--- src/rtl/divider.sv ---
// Sequential 32-bit restoring divider: 32 shift-subtract steps per operation, divide-by-zero fast path.
// Signed DIV support is compiled in only when DIVIDER_SIGNED_EN is defined; otherwise unsigned only.
module divider #(
  parameter int WIDTH = 32
) (
  input  logic             clk,
  input  logic             rst_n,
  input  logic             start,
  input  logic             sign,
  input  logic [WIDTH-1:0] a,
  input  logic [WIDTH-1:0] b,
  output logic             busy,
  output logic             done,
  output logic [WIDTH-1:0] quo,
  output logic [WIDTH-1:0] rem,
  output logic             dbz
);

  localparam int CW = $clog2(WIDTH);
  localparam logic [CW-1:0] LAST_STEP = CW'(WIDTH - 1);

  typedef enum logic [1:0] {
    IDLE,
    CALC,
    DONE
  } state_t;

  state_t state, state_nx;

  logic [CW-1:0]    cnt;
  logic [WIDTH-1:0] acc_q;
  logic [WIDTH-1:0] acc_r;
  logic [WIDTH-1:0] dvs;

  logic [WIDTH-1:0] a_mag;
  logic [WIDTH-1:0] b_mag;
  logic [WIDTH:0]   part;
  logic [WIDTH:0]   diff;
  logic [WIDTH-1:0] step_q;
  logic [WIDTH-1:0] step_r;
  logic [WIDTH-1:0] res_q;
  logic [WIDTH-1:0] res_r;

`ifdef DIVIDER_SIGNED_EN
  logic neg_q;
  logic neg_r;

  always_comb begin
    a_mag = (sign && a[WIDTH-1]) ? (~a + 1'b1) : a;
    b_mag = (sign && b[WIDTH-1]) ? (~b + 1'b1) : b;
  end

  // Quotient negated on differing signs; remainder follows the dividend.
  always_comb begin
    res_q = neg_q ? (~step_q + 1'b1) : step_q;
    res_r = neg_r ? (~step_r + 1'b1) : step_r;
  end

  always_ff @(posedge clk or negedge rst_n) begin
    if (!rst_n) begin
      neg_q <= 1'b0;
      neg_r <= 1'b0;
    end else if (state == IDLE && start) begin
      neg_q <= sign & (a[WIDTH-1] ^ b[WIDTH-1]);
      neg_r <= sign & a[WIDTH-1];
    end
  end
`else
  logic unused_sign;
  assign unused_sign = sign;

  always_comb begin
    a_mag = a;
    b_mag = b;
    res_q = step_q;
    res_r = step_r;
  end
`endif

  // One restoring step: 33-bit trial subtraction, keep the result only if non-negative.
  always_comb begin
    part = {acc_r, acc_q[WIDTH-1]};
    diff = part - {1'b0, dvs};
    if (!diff[WIDTH]) begin
      step_r = diff[WIDTH-1:0];
      step_q = {acc_q[WIDTH-2:0], 1'b1};
    end else begin
      step_r = part[WIDTH-1:0];
      step_q = {acc_q[WIDTH-2:0], 1'b0};
    end
  end

  always_ff @(posedge clk or negedge rst_n) begin
    if (!rst_n) begin
      state <= IDLE;
    end else begin
      state <= state_nx;
    end
  end

  always_comb begin
    state_nx = state;
    busy     = 1'b0;
    done     = 1'b0;
    case (state)
      IDLE: begin
        if (start) begin
          state_nx = (b == '0) ? DONE : CALC;
        end
      end
      CALC: begin
        busy = 1'b1;
        if (cnt == LAST_STEP) begin
          state_nx = DONE;
        end
      end
      DONE: begin
        done     = 1'b1;
        state_nx = IDLE;
      end
      default: state_nx = IDLE;
    endcase
  end

  always_ff @(posedge clk or negedge rst_n) begin
    if (!rst_n) begin
      cnt   <= '0;
      acc_q <= '0;
      acc_r <= '0;
      dvs   <= '0;
      quo   <= '0;
      rem   <= '0;
      dbz   <= 1'b0;
    end else begin
      case (state)
        IDLE: begin
          if (start) begin
            if (b == '0) begin
              quo <= '1;
              rem <= a;
              dbz <= 1'b1;
            end else begin
              acc_q <= a_mag;
              acc_r <= '0;
              dvs   <= b_mag;
              cnt   <= '0;
            end
          end
        end
        CALC: begin
          acc_q <= step_q;
          acc_r <= step_r;
          cnt   <= cnt + 1'b1;
          if (cnt == LAST_STEP) begin
            quo <= res_q;
            rem <= res_r;
            dbz <= 1'b0;
          end
        end
        default: ;
      endcase
    end
  end

endmodule

--- config.mk ---
export PLATFORM = sky130hd
export DESIGN_NAME = divider
export DESIGN_NICKNAME = d
export VERILOG_FILES = /design/src/rtl/divider.sv
export SDC_FILE = /design/constraint.sdc
export NUM_CORES = 1
export LEC_CHECK = 0
export CORE_ASPECT_RATIO = 1.75
export CORE_MARGIN = 8
export CORE_UTILIZATION = 35
export CTS_CLUSTER_DIAMETER = 120
export DETAILED_ROUTE_END_ITERATION = 8
export DONT_BUFFER_PORTS = 1
export PLACE_DENSITY_LB_ADDON = 0.1
export SYNTH_ARGS = -nofsm -noshare
export SYNTH_HDL_FRONTEND = slang
export SYNTH_SLANG_ARGS = --single-unit
--- constraint.sdc ---
create_clock -name clk -period 8 [get_ports clk]
set_input_delay 0.8 -clock clk [delete_from_list [all_inputs] [get_ports clk]]
set_output_delay 0.8 -clock clk [all_outputs]
set_load 0.005 [all_outputs]
* Yosys cells after proc, flatten, opt, wreduce, memory -nomap -nowiden
Cells that the tools add are included.
** Storage, ports and cells
- Flip-flop bits (word level) :: 168
- Input port bits :: 68
- Output and inout bits :: 67
- Word-level logic and storage cells :: 54
** Operators by class
- Add/subtract/negate cells :: 2
- Eq/ne operators :: 7
- Muxes and demuxes :: 29
- Bitwise operators :: 1
- Reductions and logical operators :: 7
** Operators by type and width (count)
- $mux W32 :: 11
- $pmux W32 S2 :: 4
- $sub A33 B32 Y33 :: 1
- $logic_not A32 Y1 :: 1
- $mux W5 :: 2
- $pmux W5 S2 :: 1
- $ne A2 B2 Y1 const B :: 4
- $mux W1 :: 6
- $mux W2 :: 3
- $reduce_and A3 Y1 :: 2
- $add A5 B1 Y5 const B :: 1
- $eq A5 B5 Y1 const B :: 1
- $pmux W2 S2 :: 1
- $reduce_and A4 Y1 :: 1
- $eq A2 B1 Y1 const B :: 1
- $eq A2 B2 Y1 const B :: 1
- $logic_not A2 Y1 :: 1
- $pmux W1 S2 :: 1
- $reduce_and A2 Y1 :: 1
- $reduce_bool A2 Y1 :: 1
- $not A1 Y1 :: 1

* Longest topological paths before layout
- Depth after elaboration :: 4
- Mapped depth :: 14
- Mapped depth without buffers :: 12

* Worst setup path before layout
Ideal clock, no wire load.
- Kind :: register to register
- Start :: register acc_q[31]
- End :: register rem[11]
- Library setup time :: 139 ps
- Data arrival time :: 2470 ps
- Data required time :: 7861 ps
- Setup slack :: 5391 ps
- Cell stages (with the launch flop) :: 14
- Path buffers :: 2
- Clock period less this slack :: 2609 ps
- Cells stage by stage :: dfrtp_1 > inv_1 > ha_1 > fa_1 > nor2b_1 > o31a_1 > o21ai_2 > a21oi_2 > o21ai_2 > xnor2_2 > buf_6 > buf_12 > mux2i_1 > o211ai_2
** On the way
- Word-level cells in the longest chain between the ends :: 4
** Ends and longest elaborated chain
- start: declaration :: RTL line 31 : logic [WIDTH-1:0] acc_q;
- start signal: assignment :: RTL line 143 : acc_q <= a_mag;
- start signal: assignment :: RTL line 151 : acc_q <= step_q;
- $sub A33 B32 Y33 :: RTL line 83 : diff = part - {1'b0, dvs};
- $mux W32 :: RTL line 84 : if (!diff[WIDTH]) begin
- $mux W32 :: RTL line 154 : if (cnt == LAST_STEP) begin
- $pmux W32 S2 :: RTL line 135 : case (state)
- end signal: assignment :: RTL line 156 : rem <= res_r;
- end: declaration :: RTL line 15 : output logic [WIDTH-1:0] rem,
No other way between the ends. The select of a mux whose other input is x is not followed.
A chain may end at the register's enable or synchronous reset.

* Worst setup path in the final report
- Start :: input port b[3]
- End :: register rem[7]
** On the way
- Word-level cells in the longest chain between the ends :: 3
** Ends and longest elaborated chain
- start: declaration :: RTL line 11 : input logic [WIDTH-1:0] b,
- $logic_not A32 Y1 :: RTL line 138 : if (b == '0) begin
- $ne A2 B2 Y1 (no source line)
- $reduce_and A4 Y1 (no source line)
No other way between the ends.

==> impl_metrics.ini <==
[detailed_routing]
wl_per_cell_um = 19.6
wirelength_mm = 25.7
drt-met1-wl_mm = 10.7
dr_wl_met2_mm = 12.8
drcViolationCount = 0
drtAntennaViolNets = 0
drt_first_pass_iters = 5
highest_layer = met4
vias = 6983
wl_met3_mm = 1.62
dr.first_iter.drc_count = 448
viasPerCell = 5.33

[die]
fp.dieW_um = 138
die_h_um = 229
coreArea_um2 = 25800
dieArea_um2 = 31600
fp-row-count = 78
initial_utilization_pct = 35.2
pin_count = 135

[worst_setup_path]
cpMostUsedCell = buf_4
worstReg2RegStart = acc_q[31]
r2r_setup_slack_ps = 4230
criticalPathCategory = in2reg
path_cells = nor4_1, nand2_1, nor4_2, and3b_1, a21oi_2, buf_4, inv_2, buf_4, o21ai_0, a21oi_1, a21o_1
endpoint_kind = register
cp_slowest_cell = and3b_1
critPathLaunchType = input pin
reg2reg_to = rem[10]
r2r_cells = 13
worstSetupPathDepth = 11
required_ps = 8380
cp_max_fo = 77
crit_arrival_ps = 4200
cp_top_family = simple AND/OR/NAND/NOR gates
slowest_delay_ps = 800
critPathBufInv = 3

[power_and_ir_drop]
total_power_mw = 5.71
ir_drop_v = 0.000281
p_leak_nw = 4.24
power_density_nw_per_um2 = 579

[clock_network]
post_cts_buffers = 0
clk_pin_slew_ps = 60
clockRootBuffer = clkbuf_16
cts_sinks = 168
clockBufferDepth = 2
cts_inserted_buffers = 17
hold_buffers = 0
cts_tree = done
h-tree-depth = 4
cts_resized = 0
insertion_delay_ps = 440

[finish]
drive_gt1_share_pct = 7.87
fin_nets = 1082
area_growth_pct = 8.64
diodes = 0
finalNonFillerCells = 1311

[place]
routabilityCongestion = 0.816
post-dp-hpwl_mm = 18.6
place_worst_setup_slack_ps = 3670
dp_cells = 1280
portBuffers = 0

[global_route]
grt_max_degree = 169
grt_usage_pct = 16.6
grt_first_pass_wirelength_mm = 40.2
first_global_vias = 7014
grt-ovfl-total = 0
grt_antenna_before_repair = 0

[timing]
finalClockSkew_ps = 6.84
period_share_pct = 47.7
fmax_mhz = 262
hold_viol_final = 0
tns_ps = 0
drv_slew = 0
finalCriticalPeriod_ps = 3820
rsz0062_at_grt = no
relSlewSlack_pct = 30.1
worst_slack_ps = 4180
worst_pin_slew_ps = 1040
finalSetupViolations = 0

[synth]
synth_enable_flop_cells = 0
synth-async-reset-ratio_pct = 100
yosysTopAreaCell = dfrtp_1
ys_ff_latch = 168
seq_area_frac_synth_pct = 46.3
ys_types = 73
synth_cells = 1017
ys_warn_count = 0
synthFlopType = dfrtp_1
synth.avg_cell_area_um2 = 8.93
syn_area_um2 = 9080
synth_area_leaders = dfrtp_1 46%, nand2_1 7.1%, ha_1 4.7%
yosysTopAreaCellShare_pct = 46.3
syn-num-nets = 1120

[job]
drv_cap = 0

[outcome]
status = completed

[worst_hold_path]
hp-class = in2async
==> how the worst max path moves through the flow <==
| stage | startpoint | end | slack [ps] |
|---|---|---|---|
| final | b[3] | rem[7] | 4180 |
| after global routing | b[3] | rem[7] | 3840 |
| after CTS | b[3] | rem[7] | 4140 |
| after detailed placement | b[3] | rem[7] | 3670 |
| after global placement | b[3] | rem[7] | 3710 |
| after floorplan | acc_q[31] | rem[11] | 5390 |
==> kinds of logic after synthesis <==
group,count (synthesis),share of synthesized area (%)
AND/OR/NAND/NOR,358,17.0
AO/OA/AOI/OAI,292,20.5
flip-flops,168,46.3
buffers and inverters,107,5.22
adder cells (fa/ha/maj),35,4.90
XOR/XNOR,33,3.27
multiplexers,24,2.77
==> synth_stat cells, types with 20 or more instances <==
master / instances
a21oi_1: 76
a21o_1: 20
mux2i_1: 21
nand3_1: 45
dfrtp_1: 168
a31oi_1: 47
o21ai_0: 65
ha_1: 34
nand2_1: 172
clkbuf_1: 35
nor2_1: 95
buf_2: 20
inv_1: 40
==> sequential cells by signal, summed over array words and instances (netlist names) <==
register,cells
quo,32
cnt,5
dbz,1
state,2
rem,32
acc_r,32
dvs,32
acc_q,32
==> routing by layer <==
layer  GRT usage, %  vias up
met3           4.21       27
met2           27.9      143
li1               -     3467
met5              0        -
met1           19.4     3346
met4           6.88        0
==> layout by cell type (no fill, tap or decap), types with 3 or more instances in the layout <==
master	synthesis	final
nand2b_1	4	3
xnor2_1	16	16
inv_1	40	40
a21oi_1	76	75
o21ai_0	65	65
nand4_1	8	8
o22ai_1	5	5
nor4_1	8	8
o211ai_2	9	9
clkbuf_16	0	17
clkbuf_8	0	6
a21o_1	20	20
ha_1	34	34
nor2_1	95	94
mux2i_1	21	21
clkinv_2	0	3
a211o_1	3	3
dfrtp_1	168	168
o221ai_1	3	3
o21a_1	8	8
nand3_1	45	45
buf_4	1	9
xor2_1	16	16
a31oi_1	47	47
nand2_1	172	172
o211ai_1	6	6
a21oi_2	2	3
o21ai_1	16	16
and3_1	6	6
nor2b_1	4	4
o21ai_2	3	3
o31ai_1	4	4
==> stage by stage <==
| stage | util (%) | hold slack [ps] | instance area [µm²] |
|---|---|---|---|
| global route | 38.3 | 35.0 | 9870 |
| finish | 38.3 | 61.3 | 9870 |
| floorplan | - | 474 | 9080 |
| CTS | 38.3 | 26.2 | 9870 |
| detailed placement | 36.0 | 508 | 9260 |
| global placement | 36.0 | 505 | 9260 |
==> final cells by class <==
cell class	count	area (µm²)
sequential	168	4200
tap	320	400
clock buffer	24	512
inverter	41	154
fill	2656	15900
timing repair buffer	9	67.6
multi-input combinational	742	4440
clock inverter	7	90.1
==> power by group <==
part           switching, mW  leakage (nW)  internal [mW]  total (mW)
combinational           1.98          2.02           1.30        3.28
sequential             0.305          1.93           1.28        1.58
clock                  0.341         0.294          0.506       0.848
total                   2.63          4.24           3.09        5.71
No activity file was read; power rests on OpenSTA's default activity.
